## src/rtl/mem_arbiter.sv

```systemverilog
// mem_arbiter: shares one single-port memory between instruction fetch and
// data load/store. One transaction in flight, round-robin on conflict, and a
// response timeout so a silent memory cannot hang either requester.
module mem_arbiter #(
    parameter int unsigned ADDR_W         = 32,
    parameter int unsigned DATA_W         = 32,
    parameter int unsigned TIMEOUT_CYCLES = 64
) (
    input  logic              clk,
    input  logic              rst_n,
    // instruction fetch port
    input  logic              i_req,
    input  logic [ADDR_W-1:0] i_addr,
    output logic              i_gnt,
    output logic              i_rvalid,
    output logic [DATA_W-1:0] i_rdata,
    output logic              i_err,
    // data load/store port
    input  logic              d_req,
    input  logic              d_we,
    input  logic [ADDR_W-1:0] d_addr,
    input  logic [DATA_W-1:0] d_wdata,
    output logic              d_gnt,
    output logic              d_rvalid,
    output logic [DATA_W-1:0] d_rdata,
    output logic              d_err,
    // unified memory port
    output logic              mem_valid,
    input  logic              mem_ready,
    output logic              mem_we,
    output logic [ADDR_W-1:0] mem_addr,
    output logic [DATA_W-1:0] mem_wdata,
    input  logic              mem_resp_valid,
    input  logic [DATA_W-1:0] mem_rdata
);

    // Counter only needs to reach TIMEOUT_CYCLES-1.
    localparam int unsigned     CNT_W      = (TIMEOUT_CYCLES > 1) ? $clog2(TIMEOUT_CYCLES) : 1;
    localparam logic [CNT_W-1:0] CNT_LAST  = CNT_W'((TIMEOUT_CYCLES == 0) ? 0 : TIMEOUT_CYCLES - 1);
    localparam bit              TIMEOUT_EN = (TIMEOUT_CYCLES != 0);

    typedef enum logic [1:0] {
        S_IDLE = 2'd0,
        S_REQ  = 2'd1,
        S_WAIT = 2'd2
    } state_t;

    typedef enum logic {
        OWN_I = 1'b0,
        OWN_D = 1'b1
    } owner_t;

    typedef struct packed {
        logic              we;
        logic [ADDR_W-1:0] addr;
        logic [DATA_W-1:0] wdata;
    } mem_req_t;

    state_t            r_state,      w_state;
    owner_t            r_owner,      w_owner;
    owner_t            r_last_grant, w_last_grant;
    mem_req_t          r_req,        w_req;
    logic [CNT_W-1:0]  r_cnt,        w_cnt;
    logic              r_mem_valid,  w_mem_valid;
    logic              r_i_gnt,      w_i_gnt;
    logic              r_d_gnt,      w_d_gnt;
    logic              r_i_rvalid,   w_i_rvalid;
    logic              r_d_rvalid,   w_d_rvalid;
    logic              r_i_err,      w_i_err;
    logic              r_d_err,      w_d_err;
    logic [DATA_W-1:0] r_i_rdata,    w_i_rdata;
    logic [DATA_W-1:0] r_d_rdata,    w_d_rdata;

    logic              w_pick_d;
    logic              w_done;
    logic              w_done_err;
    logic [DATA_W-1:0] w_done_data;

    // Next-state, arbitration and response routing.
    always_comb begin
        w_state      = r_state;
        w_owner      = r_owner;
        w_last_grant = r_last_grant;
        w_req        = r_req;
        w_cnt        = r_cnt;
        w_mem_valid  = r_mem_valid;
        w_i_gnt      = 1'b0;
        w_d_gnt      = 1'b0;
        w_i_rvalid   = 1'b0;
        w_d_rvalid   = 1'b0;
        w_i_err      = 1'b0;
        w_d_err      = 1'b0;
        w_i_rdata    = r_i_rdata;
        w_d_rdata    = r_d_rdata;
        w_pick_d     = 1'b0;
        w_done       = 1'b0;
        w_done_err   = 1'b0;
        w_done_data  = '0;

        case (r_state)
            S_IDLE: begin
                if (i_req || d_req) begin
                    // On conflict the port that did not win last time goes first.
                    w_pick_d = d_req && (!i_req || (r_last_grant == OWN_I));
                    if (w_pick_d) begin
                        w_owner = OWN_D;
                        w_req   = '{we: d_we, addr: d_addr, wdata: d_wdata};
                        w_d_gnt = 1'b1;
                    end else begin
                        w_owner = OWN_I;
                        w_req   = '{we: 1'b0, addr: i_addr, wdata: '0};
                        w_i_gnt = 1'b1;
                    end
                    w_last_grant = w_owner;
                    w_mem_valid  = 1'b1;
                    w_state      = S_REQ;
                end
            end

            S_REQ: begin
                if (r_mem_valid && mem_ready) begin
                    w_mem_valid = 1'b0;
                    w_cnt       = '0;
                    w_state     = S_WAIT;
                end
            end

            S_WAIT: begin
                if (mem_resp_valid) begin
                    w_done      = 1'b1;
                    w_done_data = r_req.we ? '0 : mem_rdata;
                end else if (TIMEOUT_EN && (r_cnt == CNT_LAST)) begin
                    w_done     = 1'b1;
                    w_done_err = 1'b1;
                end else begin
                    w_cnt = r_cnt + CNT_W'(1);
                end
            end

            default: begin
                w_state     = S_IDLE;
                w_mem_valid = 1'b0;
            end
        endcase

        // Completion goes only to the port that owns the transaction.
        if (w_done) begin
            if (r_owner == OWN_D) begin
                w_d_rvalid = 1'b1;
                w_d_err    = w_done_err;
                w_d_rdata  = w_done_data;
            end else begin
                w_i_rvalid = 1'b1;
                w_i_err    = w_done_err;
                w_i_rdata  = w_done_data;
            end
            w_state = S_IDLE;
        end
    end

    // State and registered outputs; reset drops any in-flight transaction.
    always_ff @(posedge clk) begin
        if (!rst_n) begin
            r_state      <= S_IDLE;
            r_owner      <= OWN_I;
            r_last_grant <= OWN_I;
            r_req        <= '0;
            r_cnt        <= '0;
            r_mem_valid  <= 1'b0;
            r_i_gnt      <= 1'b0;
            r_d_gnt      <= 1'b0;
            r_i_rvalid   <= 1'b0;
            r_d_rvalid   <= 1'b0;
            r_i_err      <= 1'b0;
            r_d_err      <= 1'b0;
            r_i_rdata    <= '0;
            r_d_rdata    <= '0;
        end else begin
            r_state      <= w_state;
            r_owner      <= w_owner;
            r_last_grant <= w_last_grant;
            r_req        <= w_req;
            r_cnt        <= w_cnt;
            r_mem_valid  <= w_mem_valid;
            r_i_gnt      <= w_i_gnt;
            r_d_gnt      <= w_d_gnt;
            r_i_rvalid   <= w_i_rvalid;
            r_d_rvalid   <= w_d_rvalid;
            r_i_err      <= w_i_err;
            r_d_err      <= w_d_err;
            r_i_rdata    <= w_i_rdata;
            r_d_rdata    <= w_d_rdata;
        end
    end

    assign i_gnt     = r_i_gnt;
    assign i_rvalid  = r_i_rvalid;
    assign i_rdata   = r_i_rdata;
    assign i_err     = r_i_err;
    assign d_gnt     = r_d_gnt;
    assign d_rvalid  = r_d_rvalid;
    assign d_rdata   = r_d_rdata;
    assign d_err     = r_d_err;
    assign mem_valid = r_mem_valid;
    assign mem_we    = r_req.we;
    assign mem_addr  = r_req.addr;
    assign mem_wdata = r_req.wdata;

endmodule

```

## config.mk

```make
export PLATFORM = sky130hd
export DESIGN_NAME = mem_arbiter
export DESIGN_NICKNAME = d
export VERILOG_FILES = /design/src/rtl/mem_arbiter.sv
export SDC_FILE = /design/constraint.sdc
export NUM_CORES = 1
export LEC_CHECK = 0
export BUFFER_PORTS_ARGS = -buffer_cell sky130_fd_sc_hd__clkbuf_2
export CAP_MARGIN = 10
export CORE_MARGIN = 1
export CORE_UTILIZATION = 50
export CTS_CLUSTER_DIAMETER = 30
export DETAILED_ROUTE_END_ITERATION = 10
export PLACE_DENSITY = 0.91
export SLEW_MARGIN = 20
export SYNTH_ARGS = -nofsm -noshare
export SYNTH_HDL_FRONTEND = slang
export SYNTH_SLANG_ARGS = --single-unit
export TNS_END_PERCENT = 1
```

## constraint.sdc

```tcl
create_clock -name clk -period 2.8 [get_ports clk]
set_input_delay 0.28 -clock clk [delete_from_list [all_inputs] [get_ports clk]]
set_output_delay 0.28 -clock clk [all_outputs]
set_load 0.05 [all_outputs]
```

==> results.sh <==
export IMPL_synth_ff_latch_count=145
export IMPL_layout_cell_area_non_filler_um2=7650
export IMPL_number_of_buffers_added_by_the_clock_tree_synthesis_step=17
export IMPL_fp_dieArea_um2=11900
export IMPL_final_antenna_net_count=0
export IMPL_max_fo_critical_path=25
export IMPL_tightest_slew_ns=0.647
export IMPL_unrepaired_setup_endpoints_after_global_routing="false"
export IMPL_detailed_place_hpwl_um=10700
export IMPL_route_final_wire_length_um=15000
export IMPL_detailed_routing_iterations_pass_1=4
export IMPL_seq_area_frac_synth=0.505
export IMPL_initial_utilization=0.521
export IMPL_port_buffer_count=270
export IMPL_gp_routability_congestion=0.775
export IMPL_final_min_period_over_clock_period=0.735
export IMPL_dieHeight_um=109
export IMPL_post_cts_buffers=0
export IMPL_synthesis_instances=581
export IMPL_final_net_count=964
export IMPL_worst_setup_path_start_kind="flip-flop"
export IMPL_yosysTopAreaCellShare=0.505
export IMPL_clockBufferDepth=2
export IMPL_grt_overflow=0
export IMPL_floorplan_io_pins=271
export IMPL_final_period_minus_worst_setup_slack_ns=2.06
export IMPL_cts_sink_count=145
export IMPL_mostFrequentLayoutCells="clkbuf_2, dfxtp_1, nand2_1, nand3_1, a21boi_1"
export IMPL_hold_violations_final=0
export IMPL_antenna_found_initial=0
export IMPL_fin_util=0.694
export IMPL_syn_mean_instance_area_um2=9.90
export IMPL_grt_pass1_wl_um=22100
export IMPL_pre_cts_slack_ns=0.791
export IMPL_crit_reg2reg_launch="r_state[1]"
export IMPL_detail_route_iter0_violations=411
export IMPL_yosysUniqueCellTypes=40
export IMPL_tritoncts="built"
export IMPL_hold_path_class="in2reg"
export IMPL_cts_reportedPaths_clkPinSlew_ns=0.06
export IMPL_p_total_mw=5.13
export IMPL_placement_rows=38
export IMPL_p_per_area_nw_per_um2=671
export IMPL_critPathRequiredTime_ns=3.14
export IMPL_worst_endpoint_arrival_ns=2.40
export IMPL_drive_gt1_frac=0.380
export IMPL_cap_viol_max_count=0
export IMPL_slew_limit_headroom=0.569
export IMPL_vias=5198
export IMPL_worstSetupPathType="reg2reg"
export IMPL_avgViaCountPerCell=5.31
export IMPL_detailed_place_area_um2=7080
export IMPL_placed_cells_incl_taps=949
export IMPL_ir_worst_vdd_uv=485
export IMPL_setup_violations=0
export IMPL_nFillCells=856
export IMPL_crit_path_start="r_state[1]"
export IMPL_timing_final_ws_setup_ns=0.741
export IMPL_clk_root_buffer_cell="clkbuf_16"
export IMPL_layout_cells_most_common="clkbuf_2"
export IMPL_synthToLayoutAreaGrowth_pct=33.0
export IMPL_maxClockFrequency_ghz=0.486
export IMPL_synthArstFlopShare=0
export IMPL_grt_start_max_net_pins=82
export IMPL_endpoint_kind="flip-flop"
export IMPL_gr_usage_all_layers=0.243
export IMPL_status="complete, no violations"
export IMPL_synth_nets=717
export IMPL_synthTopCellsByArea="dfxtp_1, a21boi_1, nand2_1"
export IMPL_core_area_um2=11000
export IMPL_htree_num_levels=4
export IMPL_synth_enable_flop_cells=0
export IMPL_synth_area_um2=5750
export IMPL_synth_top_flop_cell="dfxtp_1"
export IMPL_grt_pass1_vias=4625
export IMPL_finalClockSkew_ns=0.00708
export IMPL_yosys_top_cell_by_area="dfxtp_1"
export IMPL_fin_setup_tns_ns=0
export IMPL_antenna_cells_inserted=0
export IMPL_p_leak_nw=3.82
export IMPL_holdBufCountCts=0
export IMPL_route_detailed_drc=0
export IMPL_die_width_um=109
export IMPL_yosys_warnings=0
export IMPL_stdcell_count=979
export IMPL_routedWlPerCell_um=15.3
export IMPL_cts_repair_resize_count=0
export IMPL_hold_slack_ns=0.0813
export IMPL_clk_latency_ns=0.41
export IMPL_min_delay_start="d_wdata[31]"
export IMPL_timing_max_transition_violations_final=0
## per-layer routing
layer	vias to the layer above	global-route usage	wire, µm
met5	-	0	0
met1	2354	0.275	6020
met3	29	0.0669	1120
met2	247	0.419	7470
li1	2568	-	-
met4	0	0.120	373
## area by class of cell
| cell class | count | area [µm²] | area share |
|---|---|---|---|
| well taps | 140 | 175 | 0.0229 |
| repair buffers | 280 | 1440 | 0.188 |
| multi-input cells | 383 | 2560 | 0.334 |
| clock buffers | 25 | 495 | 0.0648 |
| inverters | 1 | 3.75 | 0.000491 |
| flip-flops and latches | 145 | 2900 | 0.379 |
| clock inverters | 5 | 77.6 | 0.0101 |
## path summary, 6_finish.rpt
| kind | end | slack [ns] | depth (start not counted) |
|---|---|---|---|
| setup reg to reg | i_rdata[21] | 0.74 | 5 |
| hold reg to reg | d_rdata[31] | 0.45 | 2 |
| hold / removal | mem_wdata[31] | 0.08 | 2 |
| setup / recovery | i_rdata[21] | 0.74 | 5 |
## flip-flops by register name, indices dropped and copies added, names as in the netlist, 2 cells and up
| name | count |
|---|---|
| mem_addr | 32 |
| r_state | 2 |
| d_rdata | 32 |
| i_rdata | 32 |
| r_cnt | 6 |
| mem_wdata | 32 |
## worst max-delay path: stages, from the launching register on
cell and delay (ns):
dfxtp_1 0.56, nor2b_2 0.31, and3b_2 0.50, buf_4 0.34
nand3_1 0.12, a21boi_1 0.15
## synthesized netlist by cell type, drive strengths merged, types with 3 or more instances
| master | instances |
|---|---|
| a21boi | 66 |
| nand2 | 100 |
| nand3 | 70 |
| o211a | 32 |
| a21o | 7 |
| clkbuf | 12 |
| o21ai | 3 |
| mux2i | 32 |
| nor2b | 3 |
| buf | 40 |
| a21oi | 6 |
| a22o | 33 |
| and3b | 3 |
| nor3 | 4 |
| dfxtp | 145 |
| nor2 | 3 |
## power by group
group | internal, mW | switching, mW
Sequential | 2.15 | 0.0505
Clock | 1.39 | 0.816
Combinational | 0.241 | 0.485
Total | 3.78 | 1.35
## cell families after synthesis
kind of cell,Yosys count,synth area share
and+or+nand+nor,197,0.161
AOI/OAI and AO/OA,153,0.222
DFF,145,0.505
buffers and inverters,53,0.0544
muxes,32,0.0557
adders and majority gates,1,0.00217
No activity file was read; power rests on OpenSTA's default activity.
